===== src/rtl/systolic_operand_packer.sv =====
// Packs IN_WIDTH DMA words little-endian into OUT_WIDTH operand vectors, zero-padding on EOP.
// One-cycle push-to-valid latency; input stalls only when the vector FIFO is full.
module operand_fifo #(
  parameter int WIDTH = 8,
  parameter int DEPTH = 4
) (
  input  logic                     clk,
  input  logic                     rst,
  input  logic                     push,
  input  logic [WIDTH-1:0]         push_dat,
  input  logic                     pop,
  output logic [WIDTH-1:0]         head_dat,
  output logic [$clog2(DEPTH):0]   level
);
  localparam int PW = $clog2(DEPTH);
  localparam int LW = PW + 1;

  logic [WIDTH-1:0] mem [DEPTH];
  logic [PW-1:0]    wr_ptr;
  logic [PW-1:0]    rd_ptr;

  // Pointers wrap naturally because DEPTH is a power of two.
  always_ff @(posedge clk) begin
    if (rst) begin
      wr_ptr <= '0;
      rd_ptr <= '0;
      level  <= '0;
    end else begin
      if (push) wr_ptr <= wr_ptr + 1'b1;
      if (pop)  rd_ptr <= rd_ptr + 1'b1;
      case ({push, pop})
        2'b10:   level <= level + LW'(1);
        2'b01:   level <= level - LW'(1);
        default: level <= level;
      endcase
    end
  end

  always_ff @(posedge clk) begin
    if (push) mem[wr_ptr] <= push_dat;
  end

  assign head_dat = mem[rd_ptr];
endmodule

module systolic_operand_packer #(
  parameter int IN_WIDTH   = 32,
  parameter int OUT_WIDTH  = 256,
  parameter int FIFO_DEPTH = 4
) (
  input  logic                          clock_sink,
  input  logic                          reset_sink_reset,
  input  logic [IN_WIDTH-1:0]           st_in_data,
  input  logic                          st_in_valid,
  output logic                          st_in_ready,
  input  logic                          st_in_endofpacket,
  output logic [OUT_WIDTH-1:0]          st_out_data,
  output logic                          st_out_valid,
  input  logic                          st_out_ready,
  output logic                          st_out_endofpacket,
  output logic [15:0]                   vec_count,
  output logic [$clog2(FIFO_DEPTH):0]   fifo_level
);
  localparam int WPV = OUT_WIDTH / IN_WIDTH;
  localparam int BW  = (WPV > 1) ? $clog2(WPV) : 1;
  localparam int LW  = $clog2(FIFO_DEPTH) + 1;

  logic [BW-1:0]        beat_cnt;
  logic [OUT_WIDTH-1:0] asm_q;
  logic [OUT_WIDTH-1:0] merged;
  logic                 accept;
  logic                 complete;
  logic                 pop;
  logic [OUT_WIDTH:0]   head;

  assign st_in_ready = !reset_sink_reset && (fifo_level < LW'(FIFO_DEPTH));
  assign accept      = st_in_valid && st_in_ready;
  assign complete    = accept && ((beat_cnt == BW'(WPV - 1)) || st_in_endofpacket);
  assign pop         = st_out_valid && st_out_ready;

  // Lanes above the current beat are already zero, so the merge doubles as the pad.
  always_comb begin
    merged = asm_q;
    merged[beat_cnt * IN_WIDTH +: IN_WIDTH] = st_in_data;
  end

  always_ff @(posedge clock_sink) begin
    if (reset_sink_reset) begin
      beat_cnt  <= '0;
      asm_q     <= '0;
      vec_count <= '0;
    end else begin
      if (complete) begin
        beat_cnt <= '0;
        asm_q    <= '0;
      end else if (accept) begin
        beat_cnt <= beat_cnt + 1'b1;
        asm_q    <= merged;
      end
      if (pop) vec_count <= vec_count + 16'd1;
    end
  end

  operand_fifo #(
    .WIDTH (OUT_WIDTH + 1),
    .DEPTH (FIFO_DEPTH)
  ) u_fifo (
    .clk      (clock_sink),
    .rst      (reset_sink_reset),
    .push     (complete),
    .push_dat ({st_in_endofpacket, merged}),
    .pop      (pop),
    .head_dat (head),
    .level    (fifo_level)
  );

  assign st_out_valid       = (fifo_level != '0);
  assign st_out_data        = head[OUT_WIDTH-1:0];
  assign st_out_endofpacket = st_out_valid && head[OUT_WIDTH];
endmodule


===== config.mk =====
export PLATFORM = sky130hd
export DESIGN_NAME = systolic_operand_packer
export DESIGN_NICKNAME = d
export VERILOG_FILES = /design/src/rtl/systolic_operand_packer.sv
export SDC_FILE = /design/constraint.sdc
export NUM_CORES = 1
export LEC_CHECK = 0
export ABC_AREA = 1
export CELL_PAD_IN_SITES_DETAIL_PLACEMENT = 1
export CELL_PAD_IN_SITES_GLOBAL_PLACEMENT = 1
export CORE_MARGIN = 3
export CORE_UTILIZATION = 50
export DETAILED_ROUTE_END_ITERATION = 7
export DONT_BUFFER_PORTS = 1
export GPL_ROUTABILITY_DRIVEN = 0
export PLACE_DENSITY = 0.86
export SLEW_MARGIN = 10
export SYNTH_ARGS = -nofsm -noshare
export SYNTH_HDL_FRONTEND = slang
export SYNTH_HIERARCHICAL = 1
export SYNTH_SLANG_ARGS = --single-unit

===== constraint.sdc =====
create_clock -name clock_sink -period 21 [get_ports clock_sink]
set_input_delay 4.2 -clock clock_sink [delete_from_list [all_inputs] [get_ports clock_sink]]
set_output_delay 4.2 -clock clock_sink [all_outputs]
set_load 0.01 [all_outputs]

* After elaboration in Yosys (flattened, before gate mapping)
Memory sizes are Yosys's and may differ from the RTL's. A register that Yosys moved wholly into a read port is not among the register bits. Index checks and enable logic that the tools add are counted.
Word-level totals: input bits 37, RAM bits 1028, memories 1, output and inout port bits 278, logic and storage cells 36, bits in registers 282
Operators by class: $add $sub $neg 7, reductions and logical operators 10, magnitude comparators 1, eq/ne operators 3, shift-type cells 2, muxes and demuxes 6
Memory list:
- u_fifo.mem | words 4, width 257, read ports 1, clocked after Yosys merged registers in 1, write ports 1, RTL line 18 | logic [WIDTH-1:0] mem [DEPTH];
Operators with widths (count):
- 256-bit bitwise mux | 1
- 32-bit by 34-bit variable shift with 256-bit output (first input constant) | 1
- 32-bit by 34-bit variable part select with 256-bit output | 1
- 8-bit negation with 34-bit output | 1
- 16-bit by 1-bit adder with 16-bit output (second input constant) | 1
- 3-bit by 1-bit adder with 3-bit output (second input constant) | 2
- 3-bit one-hot mux with 2 select lines | 1
- 1-bit logical AND | 5
- 2-bit by 1-bit adder with 2-bit output (second input constant) | 2
- 2-bit 2-to-1 mux | 2
- 3-bit equality test (second input constant) | 1
- 3-bit less-than comparator (second input constant) | 1
- 3-bit nonzero test | 1
- 3-bit by 1-bit subtractor with 3-bit output (second input constant) | 1
- 2-bit by 1-bit equality test with 1-bit output (second input constant) | 1
- 2-bit equality test (second input constant) | 1
- 1-bit 2-to-1 mux | 2
- 2-bit nonzero test | 1
- 2-bit OR reduction | 1
- 1-bit logical NOT | 1
- 1-bit logical OR | 1

* Logic depth before layout (Yosys ltp)
word-level depth 6, mapped depth 14, depth with buffers taken out 12

* Hierarchy
Netlist, hierarchy kept.
By module, submodules not included:
- operand_fifo | cells an instance 2539, area an instance 38286.7 µm², seq. area each 31049.8 µm², times used 1
- systolic_operand_packer | cells an instance 2358, area an instance 14839.2 µm², seq. area each 5505.3 µm², times used 1

* Least setup slack after synthesis
OpenSTA, ideal clock, no wires.
kind input to register, start point input reset_sink_reset, end point memory u_fifo/mem[0][0] in the netlist's numbering, enable pin, buffers on the path 3, slack 10.261 ns, arrival time 10.131 ns, data required time 20.391 ns, library setup time 0.609 ns, stages on the path 8, cells stage by stage nor2_4 > nand2_2 > buf_6 > buf_2 > buf_2 > nor2_1 > nand2_1 > inv_1
Between the ends: word-level cells in the longest chain between the ends 6
RTL lines:
- from (decl) | RTL line 52 | input logic reset_sink_reset,
- 1-bit logical NOT | RTL line 76 | assign st_in_ready = !reset_sink_reset && (fifo_level < LW'(FIFO_DEPTH));
- 1-bit logical AND | RTL line 76
- 1-bit logical AND | RTL line 77 | assign accept = st_in_valid && st_in_ready;
- 1-bit logical AND | RTL line 78 | assign complete = accept && ((beat_cnt == BW'(WPV - 1)) || st_in_endofpacket);
- via complete | RTL line 72 | logic complete;
- 1-bit 2-to-1 mux | RTL line 40 | if (push) mem[wr_ptr] <= push_dat;
- 1-bit 2-to-1 mux (implied by the code) | RTL line 40
- to (decl) | RTL line 18
The timed path passes the listed nets, and every way through them passes these cells.

==> run summary <==
Status -> complete, no violations
Layout Cells excl Fill -> 6254
Worst skew pair latency -> 0.75 ns
Gr usage total -> 29.2%
Area grow syn2layout -> 9.25%
Clock skew -> 0.0301 ns
M1 wire length -> 57800 um
Clock sink count -> 1312
CTS tree -> done
Cts hold-fix bufs -> 0
# fillers -> 10920
Count of cell types in the netlist -> 41
Leakage -> 21.6 nW
IO Pins -> 315
Max_cap viols -> 0
Most common cell after layout, fill and taps aside -> edfxtp_1
Crit path time final -> 8.81 ns
Fin util -> 55.5%
Most frequent cells in the layout -> edfxtp_1, nor2_1, o21ai_0, o21ai_1, inv_1
Dpl cells -> 5982
#FFs+latches synth -> 1312
FMAX -> 0.114 GHz
Drt drc -> 0
Core footprint -> 105000 um^2
Final Hold Fails -> 0
EDFF count, synth -> 1028
H-tree depth -> 4
Multi-input gate area -> 13200 um^2
Slew Limit Fails -> 0
Yosys warnings -> 6
CTS Buf Count -> 138
First-pass GRT wire length -> 243000 um
DR vias -> 37276
Antenna violation net count after detailed routing -> 0
DP HPWL -> 101000 um
R2R Setup Slk -> 16.38 ns
Die area -> 110000 um^2
CP Data Required Time -> 16.80 ns
Worst setup SP type -> register
Register Area -> 36600 um^2
Area of the mapped netlist -> 53100 um^2
Pwr Density -> 115 nW/um^2
Share of post-route cells with drive strength above 1 -> 5.31%
Wirelength, routed -> 165000 um
DRT Pass-1 Iters -> 5
Unrepaired setup endpoints after global routing -> no
Die height -> 332 um
Post-CTS Setup Bufs -> 0
Remaining Overflow, GRT -> 0
Met3 WL -> 13900 um
PostCTS Resize Cnt -> 0
Initial antenna violation count -> 16
Peak VDD IR -> 0.0965 mV
Starting density of the core -> 50.8%
Register area share after synthesis -> 68.8%
Final setup violation count -> 0
Worst Max-Slew Pin Slew -> 1.29 ns
Synth Net Count -> 4948
Vias per inst -> 5.96
Largest net degree at the start of global routing -> 267
CP Max Fanout -> 266
Min-delay worst type -> reg2reg
Top sig layer -> met5
Mapped Cells -> 4897
Overall die width -> 332 um
Main synth FF type -> edfxtp_1
Worst Setup End Kind -> output pin
Layout Nets -> 4793
Async set-or-reset flop fraction in the synthesized netlist -> 0%
Relative slew slack -> 12.8%
Setup_tns -> 0 ns
Crit Path Class -> reg2out
Starting DRT DRC Count -> 3337
Vias in the first global route -> 38783
Power Total -> 6.66 mW
Metal2 WL -> 83200 um
Clock Path Buffers -> 3
Detail-routed net length per standard cell -> 26.3 um
Buffers on Ports -> 0
Final worst path period share -> 41.9%
Clk root buf -> clkbuf_16
Row count -> 118
Syn_area_per_cell -> 10.8 um^2
Hold slack -> 0.452 ns
Reg clk slew, reported paths -> 0.06 ns
Arr. time, crit path -> 4.61 ns
## per-stage QoR
step,instance area [um^2],setup WS [ns]
global placement,53500,12.42
floorplan,53100,10.26
detailed placement,53500,12.41
finish,58000,12.19
CTS,58000,12.23
global route,58000,11.96
## final cells by class
cell class | instances | share of cell area, %
antenna | 17 | 0.0733
tap | 1380 | 2.97
timing repair buffer | 34 | 0.483
clock buffer | 196 | 6.63
sequential | 1312 | 63.0
inverter | 451 | 3.04
clock inverter | 59 | 1.05
multi-input combinational | 2805 | 22.8
## final timing paths
| check | startpoint | endpoint | cells after the start |
|---|---|---|---|
| worst max-delay path | register | st_out_data[120] | 5 |
| worst min-delay path | u_fifo/rd_ptr[1] | register | 1 |
| worst max register to register | beat_cnt[0] | u_fifo/mem[3][164] | 8 |
| worst min register to register | u_fifo/rd_ptr[1] | register | 1 |
## layer usage
metal,global-route usage [%],up-vias
li1,-,16734
met1,31.6,18709
met2,50.6,1379
met3,9.27,438
met4,16.7,16
met5,0,-
## cell usage after synthesis, types with 2 or more instances
cell	instances	area, um^2
nand2_1	372	1400
nor2_4	5	56.3
buf_4	32	240
nand4_1	36	225
inv_2	4	15.0
o22ai_1	257	1610
nor2_8	2	40.0
clkbuf_1	81	304
nand3_2	2	20.0
dfxtp_1	284	5690
nand2_2	3	18.8
clkbuf_2	13	65.1
inv_4	2	12.5
nand3_1	118	591
ha_1	13	163
nor3_1	24	120
o21ai_0	508	2540
o21ai_1	463	2320
o21bai_1	32	240
buf_2	190	951
inv_6	2	17.5
edfxtp_1	1028	30900
a21oi_1	76	380
buf_1	3	11.3
nor2_1	880	3300
buf_6	10	113
inv_1	443	1660
## cells by family (layout without fill, tap and decap cells)
kind of cell | after synthesis | after routing | synth area share, %
flip-flops | 1312 | 1312 | 68.8
adder cells (fa/ha/maj) | 14 | 14 | 0.344
XOR/XNOR | 2 | 2 | 0.0330
AND/OR/NAND/NOR | 1448 | 1448 | 11.0
AO/OA/AOI/OAI | 1341 | 1341 | 13.4
buffers and inverters | 780 | 740 | 6.38
other | 0 | 17 | 0
## critical path, stage by stage (launching register included)
cell,delay (ns)
dfxtp_4,0.60
inv_16,0.74
buf_4,0.94
buf_4,0.73
o21ai_1,0.16
o22ai_1,0.46
## sequential cells by signal, summed over array words and instances, names as in the netlist, named ones only
| signal | flops |
|---|---|
| u_fifo/level | 3 |
| vec_count | 16 |
| u_fifo/wr_ptr | 2 |
| beat_cnt | 3 |
| asm_q | 256 |
| u_fifo/mem | 1028 |
| u_fifo/rd_ptr | 2 |
## where the power goes
part | total, mW | internal [mW] | leakage, nW | switching [mW]
sequential | 3.01 | 2.94 | 11.8 | 0.0660
combinational | 1.25 | 0.264 | 7.63 | 0.985
clock | 2.40 | 1.39 | 2.16 | 1.02
total | 6.66 | 4.59 | 21.6 | 2.07
No activity file was read; power rests on OpenSTA's default activity.
